## src/rtl/md_io_pkg.sv

```systemverilog
// md_io_pkg: register map, reset values and address decode
// shared by md_io_regs and its port channels.
package md_io_pkg;

    localparam logic [3:0] A_VERSION = 4'd0;
    localparam logic [3:0] A_DATA1   = 4'd1;
    localparam logic [3:0] A_CTRL1   = 4'd4;
    localparam logic [3:0] A_TX1     = 4'd7;
    localparam logic [3:0] SER_STEP  = 4'd3;

    localparam logic [7:0] DATA_RST   = 8'h00;
    localparam logic [7:0] CTRL_RST   = 8'h00;
    localparam logic [7:0] TX_RST     = 8'hFF;
    localparam logic [7:0] SCTRL_RST  = 8'h00;
    localparam logic [7:0] DOUT_RST   = 8'h00;
    localparam logic [6:0] PORT_RST   = 7'h00;
    localparam logic [6:0] PORT3_PINS = 7'h7F;

    typedef enum logic [2:0] {
        K_VER,
        K_DATA,
        K_CTRL,
        K_TX,
        K_RX,
        K_SCTRL
    } reg_kind_e;

    typedef struct packed {
        reg_kind_e  kind;
        logic [1:0] ch;
    } reg_dec_t;

    // Serial registers repeat as TX/RX/SCTRL triplets from A_TX1 upward.
    function automatic reg_dec_t reg_decode(input logic [3:0] a);
        reg_dec_t   d;
        logic [3:0] off;
        d.kind = K_VER;
        d.ch   = 2'd0;
        off    = a - A_TX1;
        unique case (1'b1)
            (a == A_VERSION): d.kind = K_VER;
            (a >= A_DATA1 && a < A_CTRL1): begin
                d.kind = K_DATA;
                d.ch   = 2'(a - A_DATA1);
            end
            (a >= A_CTRL1 && a < A_TX1): begin
                d.kind = K_CTRL;
                d.ch   = 2'(a - A_CTRL1);
            end
            (a >= A_TX1): begin
                d.ch = 2'(off / SER_STEP);
                unique case (off % SER_STEP)
                    4'd0:    d.kind = K_TX;
                    4'd1:    d.kind = K_RX;
                    default: d.kind = K_SCTRL;
                endcase
            end
        endcase
        return d;
    endfunction

endpackage

```

## src/rtl/io_port_channel.sv

```systemverilog
// io_port_channel: one controller port -- DATA/CTRL/TX/SCTRL
// storage, read mux and TH falling-edge detect.
module io_port_channel
    import md_io_pkg::*;
(
    input  logic       clk,
    input  logic       reset_n,
    input  logic       wr,
    input  reg_kind_e  kind,
    input  logic [7:0] din,
    input  logic [6:0] pins,
    output logic [7:0] rdata,
    output logic [6:0] port_in,
    output logic [6:0] port_dir,
    output logic       th_event
);

    logic [7:0] data;
    logic [7:0] ctrl;
    logic [7:0] tx;
    logic [4:0] sctrl;
    logic       th_q;

    always_ff @(posedge clk or negedge reset_n) begin
        if (!reset_n) begin
            data  <= DATA_RST;
            ctrl  <= CTRL_RST;
            tx    <= TX_RST;
            sctrl <= SCTRL_RST[7:3];
            th_q  <= 1'b1;
        end else begin
            th_q <= pins[6];
            if (wr) begin
                case (kind)
                    K_DATA:  data  <= din;
                    K_CTRL:  ctrl  <= din;
                    K_TX:    tx    <= din;
                    K_SCTRL: sctrl <= din[7:3];
                    default: ;
                endcase
            end
        end
    end

    always_comb begin
        rdata = '0;
        case (kind)
            K_DATA:  rdata = {data[7],
                              (ctrl[6:0] & data[6:0]) |
                              (~ctrl[6:0] & pins)};
            K_CTRL:  rdata = ctrl;
            K_TX:    rdata = tx;
            K_SCTRL: rdata = {sctrl, 3'b000};
            default: rdata = '0;
        endcase
    end

    // Judged against the stored CTRL, so a same-cycle CTRL write has no say.
    assign th_event = ctrl[7] & ~ctrl[6] & th_q & ~pins[6];

    assign port_in  = data[6:0];
    assign port_dir = ctrl[6:0];

endmodule

```

## src/rtl/md_io_regs.sv

```systemverilog
// md_io_regs: Mega Drive I/O register block -- address decode,
// VERSION, registered read data and external interrupt flag.
module md_io_regs
    import md_io_pkg::*;
#(
    parameter bit         EXPORT = 1'b1,
    parameter logic [3:0] HW_VER = 4'd0
) (
    input  logic       clk,
    input  logic       reset_n,
    input  logic       PAL,
    input  logic       sel,
    input  logic       we,
    input  logic [3:0] addr,
    input  logic [7:0] din,
    output logic [7:0] dout,
    input  logic [6:0] port1_pins,
    input  logic [6:0] port2_pins,
    output logic [6:0] port1_in,
    output logic [6:0] port2_in,
    output logic [6:0] port1_dir,
    output logic [6:0] port2_dir,
    output logic       ext_irq,
    input  logic       irq_ack
);

    reg_dec_t   dec;
    logic [7:0] version;
    logic [7:0] rd;
    logic [7:0] ch_rdata [3];
    logic [6:0] ch_pins  [3];
    logic [6:0] ch_in    [3];
    logic [6:0] ch_dir   [3];
    logic [2:0] ch_ev;
    logic       unused_p3;

    assign dec     = reg_decode(addr);
    assign version = {EXPORT, PAL, 1'b1, 1'b0, HW_VER};

    assign ch_pins[0] = port1_pins;
    assign ch_pins[1] = port2_pins;
    assign ch_pins[2] = PORT3_PINS;

    for (genvar i = 0; i < 3; i++) begin : g_ch
        io_port_channel u_ch (
            .clk,
            .reset_n,
            .wr       (sel && we && dec.ch == 2'(i)),
            .kind     (dec.kind),
            .din,
            .pins     (ch_pins[i]),
            .rdata    (ch_rdata[i]),
            .port_in  (ch_in[i]),
            .port_dir (ch_dir[i]),
            .th_event (ch_ev[i])
        );
    end

    always_comb begin
        rd = version;
        if (dec.kind != K_VER) begin
            case (dec.ch)
                2'd0:    rd = ch_rdata[0];
                2'd1:    rd = ch_rdata[1];
                default: rd = ch_rdata[2];
            endcase
        end
    end

    always_ff @(posedge clk or negedge reset_n) begin
        if (!reset_n) begin
            dout    <= DOUT_RST;
            ext_irq <= 1'b0;
        end else begin
            if (sel && !we) begin
                dout <= rd;
            end
            // A fresh TH edge outranks a same-cycle acknowledge.
            if (|ch_ev) begin
                ext_irq <= 1'b1;
            end else if (irq_ack) begin
                ext_irq <= 1'b0;
            end
        end
    end

    assign port1_in  = ch_in[0];
    assign port2_in  = ch_in[1];
    assign port1_dir = ch_dir[0];
    assign port2_dir = ch_dir[1];
    assign unused_p3 = ^{ch_in[2], ch_dir[2]};

endmodule

```

## config.mk

```make
export PLATFORM = sky130hd
export DESIGN_NAME = md_io_regs
export DESIGN_NICKNAME = d
export VERILOG_FILES = /design/src/rtl/md_io_pkg.sv /design/src/rtl/io_port_channel.sv /design/src/rtl/md_io_regs.sv
export SDC_FILE = /design/constraint.sdc
export NUM_CORES = 1
export LEC_CHECK = 0
export BUFFER_PORTS_ARGS = -buffer_cell sky130_fd_sc_hd__buf_2
export CAP_MARGIN = 5
export CORE_ASPECT_RATIO = 1.4
export CORE_MARGIN = 4
export CORE_UTILIZATION = 59
export CTS_CLUSTER_SIZE = 16
export DETAILED_ROUTE_END_ITERATION = 12
export PLACE_DENSITY = 0.8
export SYNTH_ARGS = -nofsm -noshare
export SYNTH_HDL_FRONTEND = slang
export SYNTH_HIERARCHICAL = 1
export SYNTH_SLANG_ARGS = --single-unit
```

## constraint.sdc

```tcl
create_clock -name clk -period 2 [get_ports clk]
set_input_delay 0.3 -clock clk [delete_from_list [all_inputs] [get_ports clk]]
set_output_delay 0.3 -clock clk [all_outputs]
set_load 0.05 [all_outputs]
```

### After elaboration in Yosys (flattened, before gate mapping)

Index checks and enable logic that the tools add are counted.

* eq/ne operators: 7
* $lt $le $gt $ge: 5
* divide/modulo/power cells: 2
* add/sub/neg operators: 3
* multiplexer cells: 10
* shift operators: 0
* multiply operators: 0
* reduce and logical (&&, ||, !) cells: 26
* bitwise logic cells: 21

Operators with widths (number)
* one-hot mux 8 bit (4 select lines): 3
* AND 7 bit: 5
* AND reduction 2 bit: 12
* NOT 7 bit: 3
* OR 7 bit: 3
* one-hot mux 8 bit (2 select lines): 1
* one-hot mux 3 bit (4 select lines): 1
* >= comparator 4 x 3 -> 1 bit (second input constant): 2
* logical NOT 4 bit: 2
* less-than comparator 4 x 3 -> 1 bit (second input constant): 2
* two-way mux 8 bit: 1
* logical AND 1 bit: 7
* AND 1 bit: 6
* == test 3 x 2 -> 1 bit (second input constant): 2
* one-hot mux 2 bit (3 select lines): 1
* one-hot mux 3 bit (2 select lines): 1
* divider 4 x 2 -> 4 bit (second input constant): 1
* == test 4 x 1 -> 1 bit (second input constant): 1
* >= comparator 4 x 1 -> 1 bit (second input constant): 1
* remainder unit 4 x 2 -> 4 bit (second input constant): 1
* NOT 1 bit: 4
* subtractor 2 x 1 -> 2 bit (second input constant): 2
* subtractor 4 x 3 -> 4 bit (second input constant): 1
* == test 3 x 1 -> 1 bit (second input constant): 1
* 9 further kinds: 10

* output and inout port bits: 37
* bits in read-only memories: 0
* input port bits: 32
* register bits after elaboration: 98
* memories: 0
* logic and storage cells: 90
* bits in latches: 0
* memory bits (writable): 0

### Depth between registers and ports, before layout

Gate-level depths: netlist (run 1).

* word-level depth: 9
* gate-level depth with buffers: 24
* gate-level depth less buffers: 21

### Cells and area by module

The synthesis (run 1) kept the hierarchy.

By module, submodules not included
* io_port_channel: area each 1617.8 µm², instances 3, cells an instance 130, seq. area each 762.0 µm²
* md_io_regs: area each 1146.1 µm², instances 1, cells an instance 134, seq. area each 225.2 µm²

### Least setup slack after synthesis (run 1)

No wires, ideal clock.

* path type: input port to flip-flop
* start: in addr[0]
* end: reg dout[6]
* arrival time: 4.958 ns
* setup slack: -3.084 ns
* stages on the path: 22
* buffers on the path: 2
* library setup time: 0.126 ns
* data required time: 1.874 ns
* cells stage by stage: ha_1 -> buf_2 -> inv_2 -> nand2_1 -> o21ai_0 -> ha_1 -> inv_1 -> ha_1 -> clkbuf_1 -> and4_1 -> nor2_1 -> ha_1 -> nor4b_1 -> o32ai_4 -> a22oi_1 -> o211ai_1 -> o31ai_1 -> nor2b_1 -> a22o_1 -> a211o_1 -> mux2_4 -> a221o_1

RTL lines
* start: declaration: line md_io_regs.sv:14 `input logic [3:0] addr,`
* end signal: assignment: line md_io_regs.sv:76 `dout <= rd;`
* end: declaration: line md_io_regs.sv:16 `output logic [7:0] dout,`

==> impl_results.md, run 1 <==
* DRT Pass-1 Iters at 6
* CP max FO at 8
* Type of the most critical hold path: input port to register
* Nets at 702
* Die H at 126 microns
* Status: finished with violations
* GR Util met3 at 5.25%
* Peak VDD IR at 829 uV
* Routed via count at 5191
* Worst setup margin at -2.21 ns
* Internal at 5860 uW
* Num rows at 42
* Crit path kind: input port to register
* Failing checks: negative setup slack
* Switching Share at 40.0%
* Total number of yosys warnings at 6
* CP startpoint: addr[3]
* Arr. time, crit path at 4.43 ns
* Startpoint types: input port
* Clock power frac at 17.7%
* CP Capture Type: register
* Antenna violations before repair at 0
* Drt drc at 0
* Hold Crit Start: port1_pins[6]
* Max-Cap Viols at 0
* Gr busiest metal: met2
* R2R Path End: dout[6]
* TritonCTS clock tree: yes
* R2R cell count at 5
* Setup Skew at 0.0116 ns
* GRT Total Usage at 31.3%
* Flop pwr share at 34.2%
* Max frequency at 238 MHz
* DR iter-0 viols at 544
* Die X at 92.5 microns
* Gate power share at 48.1%
* DR vias/cell at 6.49
* Global-route wire length before repair at 28100 microns
* Share of cells above drive strength 1 at 61.5%
* Hold Vio Cnt, Final at 0
* Met1 Resource Use GR at 37.8%
* Grt total ovfl at 0
* Gpl congestion at 0.897
* Reg-to-Reg Start: g_ch[0].u_ch/ctrl[6]
* Die ar. at 0.0117 sq mm
* Leakage at 0.00388 uW
* # diodes at 0
* Synthesized instance count at 510
* Met2 usage at 53.2%
* Switching power at 3910 uW
* Placed Cells at 743
* Clock latency on the worst-skew pair at 0.35 ns
* Reg clk slew, reported paths at 0.08 ns
* Filler cell count at 448
* Setup repair after global routing missed its margin: yes
* Pwr per Cell Area at 1190 mW/mm^2
* Clock Path Buffers at 2
* Dpl hpwl at 11200 microns
* H-tree depth at 3
* Initial Util at 61.3%
* Hold WS at 0.0646 ns
* # IOs at 69
* Final setup violation count at 95
* Post-Layout Cell Count at 800
* Final ANT Viol Nets at 0
* Final wirelength at 20300 microns
* Clock root buffer: clkbuf_16
* IO Port Bufs at 68
* Cts bufs inserted at 9
* Worst slew margin at 64.6%
* Hold path depth at 1
* Vias in the first global route at 5137
* Core outline area at 0.00962 sq mm
* Avg Cell Area, Syn at 11.6 sq um
* Synth Cell Area at 0.00589 sq mm
* Clock sink count at 99
* Largest net degree at the start of global routing at 62
* Slew Viols, Final at 0
* WHS Endpoint: g_ch[0].u_ch/th_q
* Reg-to-reg slack, setup at 0.11 ns
* Critical Path RT at 2.22 ns
* Slew @ Worst Pin at 0.527 ns
* Minimum clock period at 4.21 ns
* Area grow syn2layout at 39.5%
* WL/cell at 25.4 microns
* Fin crit share at 210%
power groups by stage:
stage	clock network, uW	registers [uW]	logic, uW
after global routing	1810	3410	4860
final	1730	3340	4690
after floorplan	0	3280	2860
after detailed placement	0	3290	3630
after global placement	0	3230	3540
after CTS	1690	3270	4170
repair_timing:
action,4_1_cts,5_1_grt
pin swaps,44,19
buffers inserted,20,17
gates resized for setup,80,56
setup endpoints to repair,95,95
hold buffers,1,0
gates cloned,3,2
endpoints found under the hold margin,42,0
worst max-delay path by stage:
| stage | cells past startpoint | slack, ns | end |
|---|---|---|---|
| floorplan | 24 | -2.48 | dout[6] |
| detailed placement | 21 | -2.61 | dout[6] |
| global route | 23 | -2.37 | dout[5] |
| global placement | 21 | -2.46 | dout[6] |
| CTS | 24 | -2.08 | dout[6] |
| finish | 23 | -2.21 | dout[5] |
registers in the layout, summed over array words and instances, names as in the netlist:
name / cells
g_ch.u_ch/tx: 24
ext_irq: 1
g_ch.u_ch/th_q: 3
dout: 8
g_ch.u_ch/sctrl: 15
g_ch.u_ch/data: 24
g_ch.u_ch/ctrl: 24
critical path, stage by stage:
cell and delay [ns]:
buf_8 0.10, and3b_4 0.31, nor2_4 0.05, o21ai_2 0.12
ha_2 0.19, inv_2 0.04, ha_4 0.17, a31oi_4 0.20
nor2_4 0.07, ha_4 0.16, buf_6 0.12, nor4b_4 0.32
o32ai_4 0.15, o32a_1 0.30, o211ai_1 0.23, buf_4 0.22
a21o_4 0.18, buf_8 0.15, nand2b_4 0.08, nor3_1 0.28
a211o_1 0.21, mux2i_2 0.10, a222oi_1 0.35
routing by layer:
metal  vias up  wire length, microns
li1       2169                     -
met2       355                  9970
met1      2558                  7460
met4         0                  1370
met5         -                     0
met3       109                  1480
cell type report:
type	count	area, sq um	share of cell area (%)
Multi-Input combinational cell	349	3630	44.1
Sequential cell	99	2510	30.5
Timing Repair Buffer	188	1570	19.1
Clock buffer	9	225	2.74
Tap cell	132	165	2.01
Inverter	16	62.6	0.761
Clock inverter	7	61.3	0.746
per-stage QoR:
step | worst slack [ns] | total power, uW | utilization [%] | area [sq um] | TNS [ns]
3_5_place_dp | -2.61 | 6910 | 72.6 | 6980 | -230.31
2_1_floorplan | -2.48 | 6140 | - | 6210 | -203.11
6_report | -2.21 | 9770 | 85.5 | 8220 | -188.12
3_3_place_gp | -2.46 | 6760 | 72.6 | 6980 | -216.79
5_1_grt | -2.37 | 10100 | 85.5 | 8220 | -204.81
4_1_cts | -2.08 | 9120 | 81.6 | 7850 | -179.28
cell usage in the layout, fill, tap and decap left out, types with 8 or more instances in the layout:
cell	instances
inv_1	14
dfstp_2	27
mux2_2	46
nor2_1	9
clkbuf_16	11
a211o_1	12
a22o_1	12
mux2_4	60
a22oi_2	8
nand2_1	25
buf_2	64
dfrtp_1	72
buf_12	10
nor3_1	28
buf_4	80
conb_1	9
mux2i_1	15
buf_6	25
(Power assumes the default switching activity.)
==> run 2: changes to the inputs <==
--- a/config.mk
+++ b/config.mk
@@ -5,10 +5,11 @@
 export SDC_FILE = /design/constraint.sdc
 export NUM_CORES = 1
 export LEC_CHECK = 0
+export ABC_AREA = 1
 export BUFFER_PORTS_ARGS = -buffer_cell sky130_fd_sc_hd__buf_2
 export CAP_MARGIN = 5
 export CORE_ASPECT_RATIO = 1.4
-export CORE_MARGIN = 4
+export CORE_MARGIN = 2
 export CORE_UTILIZATION = 59
 export CTS_CLUSTER_SIZE = 16
 export DETAILED_ROUTE_END_ITERATION = 12
==> run 2 against run 1 <==
  * The flow still finishes with violations (negative setup slack)
  * Synthesized cell count grew 55%
  * Design area up 3.4%
  * Global-route usage grew 3.2 points
  * Clock-buffer cell count grew 2
  * Combinational power up 5.5%
  * Maximum frequency up 23%
  * Critical endpoint unchanged
  * Largest cell class unchanged
  * Largest power group unchanged
  * Highest routed layer unchanged
==> impl_results.md, run 2 <==
* Status: finished with violations
* Failing checks: negative setup slack
* Commonest non-fill, non-tap cell in the layout: nand2_1
* Gpl congestion at 0.962 (+7.3%)
* Antenna violations before repair at 0 (unchanged)
* Slowest CP cell: ha_2
* CP max FO at 6 (-2)
* DR vias/cell at 6.07 (-6.5%)
* Grt total ovfl at 0 (unchanged)
* Arr. time, crit path at 3.68 ns (-0.75 ns)
* Worst slew margin at 62.0% (-2.5 points)
* Post-place setup slack at -1.76 ns (+0.846 ns)
* Synth Cell Area at 0.00610 sq mm (+3.4%)
* Reg-to-reg slack, setup at 0.55 ns (+0.44 ns)
* Top Registers: g_ch.u_ch/ctrl x24, g_ch.u_ch/data x24, g_ch.u_ch/tx x24
* Vias in the first global route at 6293 (+23%)
* Slew @ Worst Pin at 0.570 ns (+0.0422 ns)
* Cts bufs inserted at 9 (unchanged)
* Hold Vio Cnt, Final at 0 (unchanged)
* Avg Cell Area, Syn at 7.74 sq um (-33%)
* Num rows at 43 (+2.4%)
* Synthesized instance count at 788 (+55%)
* Pwr per Cell Area at 1210 mW/mm^2 (+1.5%)
* Largest net degree at the start of global routing at 42 (-32%)
* Routed via count at 6602 (+27%)
* Post-DP Area at 0.00715 sq mm (+2.4%)
* Crit path kind: input port to register
* Filler cell count at 526 (+17%)
* Area grow syn2layout at 39.5% (about the same)
* Final instance area at 0.00850 sq mm (+3.4%)
* Minimum clock period at 3.42 ns (-0.788 ns)
* Clock Path Buffers at 2 (unchanged)
* R2R Path End: dout[3]
* Final wirelength at 22300 microns (+9.8%)
* Die H at 124 microns (-1.6%)
* CP startpoint: addr[0]
* Met2 usage at 60.4% (+7.2 points)
* Leakage at 0.00418 uW (+7.8%)
* Global-route wire length before repair at 30700 microns (+9.5%)
* Tot Pwr at 10300 uW (+5.0%)
* Worst setup margin at -1.42 ns (+0.788 ns)
* Gr busiest metal: met2
* Met1 Resource Use GR at 38.4% (+0.61 points)
* DR iter-0 viols at 781 (+44%)
* Slew Viols, Final at 0 (unchanged)
* TritonCTS clock tree: yes
* FF/Latch Area at 0.00251 sq mm (unchanged)
* GR Util met3 at 7.02% (+1.8 points)
* Total number of yosys warnings at 6 (unchanged)
* Hold path depth at 1 (unchanged)
* Crit path to: dout[5]
* Dpl hpwl at 12400 microns (+11%)
* Most frequent cells in the layout: 183 x nand2_1, 87 x inv_1, 76 x buf_4
* Max-Cap Viols at 0 (unchanged)
* CP Capture Type: register
* Clock latency on the worst-skew pair at 0.35 ns (about the same)
* Setup repair after global routing missed its margin: yes
* Area occupied by multi-input gates at 0.00345 sq mm (-4.8%)
* Final ANT Viol Nets at 0 (unchanged)
* Setup Skew at 0.0113 ns (-0.000260 ns)
* Final setup violation count at 95 (unchanged)
* Critical Path RT at 2.26 ns (+0.04 ns)
* Reg-to-Reg Start: g_ch[1].u_ch/ctrl[3]
* Clock root buffer: clkbuf_16
* Clock sink count at 99 (unchanged)
* Die X at 89.9 microns (-2.8%)
* # IOs at 69 (unchanged)
* Startpoint types: input port
* Type of the most critical hold path: input port to register
* Final Util at 85.0% (-0.51 points)
* WL/cell at 20.5 microns (-19%)
* Core outline area at 0.0100 sq mm (+4.1%)
* R2R cell count at 9 (+4)
* IO Port Bufs at 68 (unchanged)
* Max frequency at 292 MHz (+23%)
* Worst path max stage delay at 0.21 ns (-0.14 ns)
* H-tree depth at 3 (unchanged)
* # diodes at 0 (unchanged)
* Nets at 987 (+41%)
* GRT Total Usage at 34.5% (+3.2 points)
* Peak VDD IR at 1020 uV (+23%)
* Initial Util at 60.9% (-0.37 points)
* Reg clk slew, reported paths at 0.08 ns (about the same)
* Drt drc at 0 (unchanged)
* Share of cells above drive strength 1 at 45.6% (-16 points)
* DRT Pass-1 Iters at 6 (unchanged)
* CP most frequent cell: inv_2
* Fin crit share at 171% (-39 points)
* Die ar. at 0.0112 sq mm (-4.3%)
## run 2: cell count changes in the layout (fill, tap and decap cells not counted), moves of 15 or more
cell,delta
nand2_1,+158
o21ai_1,+31
mux2_2,-46
mux2_4,-60
inv_1,+73
o21ai_2,+37
nor3_1,-27
nand4_1,+45
nand2_2,+49
nand2_4,+18
nand3_1,+38
mux2i_1,-15
nand3_2,+22
o21ai_0,+19
## run 2: worst min-delay path by stage
stage | from | endpoint
floorplan | reset_n | dout[0]
global placement | reset_n | g_ch[2].u_ch/data[0]
detailed placement | reset_n | g_ch[2].u_ch/data[0]
CTS | port1_pins[6] | g_ch[0].u_ch/th_q
global route | port2_pins[6] | g_ch[1].u_ch/th_q
finish | port1_pins[6] | g_ch[0].u_ch/th_q
## run 2: per-stage QoR
step | hold WS, ns | TNS, ns | cells
after CTS | 0.0582 | -90.47 | 1077
after floorplan | 0.00441 | -109.26 | 795
after detailed placement | 0.331 | -150.62 | 1035
final | 0.0593 | -109.04 | 1088
after global routing | 0.0515 | -126.43 | 1088
after global placement | 0.319 | -137.69 | 1035
## run 2: routing by layer
metal	vias to the layer above	routed length, microns
li1	2841	-
met1	3122	7450
met2	466	11000
met3	173	1900
met4	0	1880
met5	-	0
## run 2: cell type report
class,count,share of cell area (%)
sequential,99,29.5
tap,135,1.99
multi-input combinational,541,40.6
inverter,112,5.74
clock inverter,5,0.912
clock buffer,11,2.85
timing repair buffer,185,18.4
## run 2: worst max-delay path: cells and delay by family
family,cells,cell delay [ns]
AO/OA/AOI/OAI,1,0.09
adder cells (fa/ha/maj),4,0.66
buffers and inverters,11,1.01
AND/OR/NAND/NOR,15,1.44
XOR/XNOR,1,0.15
## run 2: power by group
part / switching (uW) / internal, uW
Clock: 789 / 1130
Sequential: 597 / 2790
Combinational: 3340 / 1610
Total: 4730 / 5530
## run 2: repair_timing
action	in CTS	in global routing
resized for setup	98	84
gates cloned	5	3
setup endpoints to repair	95	95
setup buffers	20	8
endpoints found under the hold margin	32	0
pin swaps	53	43
hold buffers	1	0
==> run 3: changes to the inputs <==
--- a/config.mk
+++ b/config.mk
@@ -10,10 +10,10 @@
 export CAP_MARGIN = 5
 export CORE_ASPECT_RATIO = 1.4
 export CORE_MARGIN = 2
-export CORE_UTILIZATION = 59
+export CORE_UTILIZATION = 64
 export CTS_CLUSTER_SIZE = 16
 export DETAILED_ROUTE_END_ITERATION = 12
-export PLACE_DENSITY = 0.8
+export PLACE_DENSITY = 0.86
 export SYNTH_ARGS = -nofsm -noshare
 export SYNTH_HDL_FRONTEND = slang
 export SYNTH_HIERARCHICAL = 1
==> constraint.sdc (replaced) <==
create_clock -name clk -period 4.05 [get_ports clk]
set_input_delay 0.6075 -clock clk [delete_from_list [all_inputs] [get_ports clk]]
set_output_delay 0.6075 -clock clk [all_outputs]
set_load 0.05 [all_outputs]
==> run 3 against run 2 <==
  * Clock-buffer cell count decreased by 1
  * Power decreased by 56%
  * Sequential power decreased by 52%
  * Die area decreased by 7.5%
  * The flow now finishes without violations
==> impl_results.md, run 3 (synthesis gave the netlist of run 2 again) <==
* Status: complete, no violations
* Area grow syn2layout at 14.6%
* Antenna violations before repair at 0 (unchanged)
* IO Port Bufs at 68 (unchanged)
* FF/Latch Area at 0.00251 sq mm (unchanged)
* Startpoint types: input port
* Clock Path Buffers at 2 (unchanged)
* Leakage at 0.00358 uW (-14%)
* Final ANT Viol Nets at 0 (unchanged)
* Final setup violation count at 0 (-100%)
* Filler cell count at 700 (+33%)
* R2R cell count at 10 (+1)
* Arr. time, crit path at 4.04 ns (+0.36 ns)
* Clock root buffer: clkbuf_16
* Commonest non-fill, non-tap cell in the layout: nand2_1
* Die H at 119 microns (-3.9%)
* Max-Cap Viols at 0 (unchanged)
* Share of cells above drive strength 1 at 27.2% (-18 points)
* CP most frequent cell: nand2_1
* Cts bufs inserted at 9 (unchanged)
* Slew @ Worst Pin at 0.966 ns (+0.396 ns)
* Clock sink count at 99 (unchanged)
* Crit path buf inv count at 9 (-2)
* Hold Crit Start: port1_pins[6]
* Slowest CP cell: ha_1
* Vias in the first global route at 5457 (-13%)
* Slew Viols, Final at 0 (unchanged)
* Max frequency at 264 MHz
* CP Capture Type: register
* Grt total ovfl at 0 (unchanged)
* Tot Pwr at 4520 uW (-56%)
* Core outline area at 0.00935 sq mm (-6.5%)
* Final instance area at 0.00699 sq mm (-18%)
* R2R Path End: dout[6]
* DR iter-0 viols at 503 (-36%)
* Nets at 913 (-7.5%)
* Reg-to-reg slack, setup at 2.72 ns (+2.17 ns)
* Routed via count at 5712 (-13%)
* Post-DP Area at 0.00658 sq mm (-8.0%)
* Delay-heaviest family, CP: simple AND/OR/NAND/NOR gates
* Most frequent cells in the layout: 244 x nand2_1, 99 x inv_1, 72 x dfrtp_1
* TritonCTS clock tree: yes
* Drt drc at 0 (unchanged)
* Num rows at 42 (-2.3%)
* Reg-to-Reg Start: g_ch[0].u_ch/ctrl[6]
* Worst slew margin at 35.6% (-26 points)
* WL/cell at 16.6 microns (-19%)
* # IOs at 69 (unchanged)
* Hold Vio Cnt, Final at 0 (unchanged)
* Pwr per Cell Area at 647 mW/mm^2 (-46%)
* DR vias/cell at 5.78 (-4.8%)
* GRT Total Usage at 32.9% (-1.6 points)
* Crit path kind: input port to register
* Largest net degree at the start of global routing at 79 (+88%)
* Gpl congestion at 0.931 (-3.3%)
* H-tree depth at 3 (unchanged)
* Reg clk slew, reported paths at 0.07 ns (about the same)
* Initial Util at 65.2% (+4.3 points)
* # diodes at 0 (unchanged)
* Critical Path RT at 4.30 ns (+2.04 ns)
* WHS Endpoint: g_ch[0].u_ch/th_q
* Minimum clock period at 3.79 ns
* Clock latency on the worst-skew pair at 0.35 ns (about the same)
* Peak VDD IR at 341 uV (-67%)
* Setup repair after global routing missed its margin: yes
* Hold WS at 0.369 ns (+0.310 ns)
* Setup Skew at 0.00548 ns (-0.00585 ns)
* Area occupied by multi-input gates at 0.00281 sq mm (-19%)
* Global-route wire length before repair at 26100 microns (-15%)
* Hold path depth at 1 (unchanged)
* CP max FO at 6 (unchanged)
* Die X at 86.5 microns (-3.8%)
* Type of the most critical hold path: input port to register
* DRT Pass-1 Iters at 5 (-1)
* Dpl hpwl at 12200 microns (-1.8%)
* Fin crit share at 93.6%
* Final wirelength at 16400 microns (-26%)
* Worst path max stage delay at 0.21 ns (about the same)
* Top Registers: g_ch.u_ch/ctrl x24, g_ch.u_ch/data x24, g_ch.u_ch/tx x24
* Die ar. at 0.0103 sq mm (-7.5%)
==> run 3: cell types whose count changed in the layout (fill, tap and decap cells not counted), moves of 12 or more <==
cell | previous run | this run
nand3_2 | 22 | 9
nand2_4 | 18 | 0
nand2_1 | 183 | 244
o21ai_2 | 38 | 24
buf_4 | 76 | 43
nand3_1 | 40 | 61
nand2_2 | 51 | 8
inv_1 | 87 | 99
buf_6 | 22 | 0
==> run 3: routing by layer <==
metal  share of wire, %  GRT usage, %  vias up
li1                   -             -     2690
met1                 38          40.3     2738
met2                 53          56.9      234
met3                5.7          4.16       50
met4                3.8          14.7        0
met5                  0             0        -
==> run 3: per-stage QoR <==
| stage | util [%] | TNS (ns) | setup slack [ns] | instances |
|---|---|---|---|---|
| after global placement | 70.4 | -1.63 | -0.210 | 971 |
| after detailed placement | 70.4 | -5.83 | -0.263 | 971 |
| final | 74.7 | 0 | 0.258 | 989 |
| after floorplan | - | 0 | 0.129 | 795 |
| after global routing | 74.7 | -0.329 | -0.0455 | 989 |
| after CTS | 73.8 | 0 | 0.0729 | 987 |
==> run 3: final cells by class <==
cell class              count  share of cell area (%)
clock buffers              10                    3.28
clock inverters             6                    1.29
well taps                 110                    1.97
flip-flops and latches     99                    35.9
multi-input cells         536                    40.3
repair buffers            116                    11.0
inverters                 112                    6.27
==> run 3: repair_timing <==
item / 4_1_cts / 5_1_grt
endpoints found under the hold margin: 0 / 0
hold buffers: 0 / 0
gates resized for setup: 0 / 16
buffers inserted: 0 / 2
setup endpoints to repair: 0 / 68
==> run 3: report_power, final <==
| part | switching, uW | leakage (uW) | internal (uW) | total (uW) |
|---|---|---|---|---|
| Sequential | 246 | 0.00113 | 1380 | 1620 |
| Clock | 382 | 0.000153 | 544 | 926 |
| Combinational | 1400 | 0.00229 | 571 | 1970 |
==> run 3: worst max-delay path by stage <==
stage / startpoint / to / slack, ns / cells past startpoint
final: addr[0] / dout[5] / 0.26 / 33
after global routing: addr[0] / dout[5] / -0.05 / 33
after CTS: addr[0] / dout[3] / 0.07 / 33
after detailed placement: addr[0] / dout[3] / -0.26 / 33
after global placement: addr[1] / dout[3] / -0.21 / 33
after floorplan: addr[0] / dout[6] / 0.13 / 32
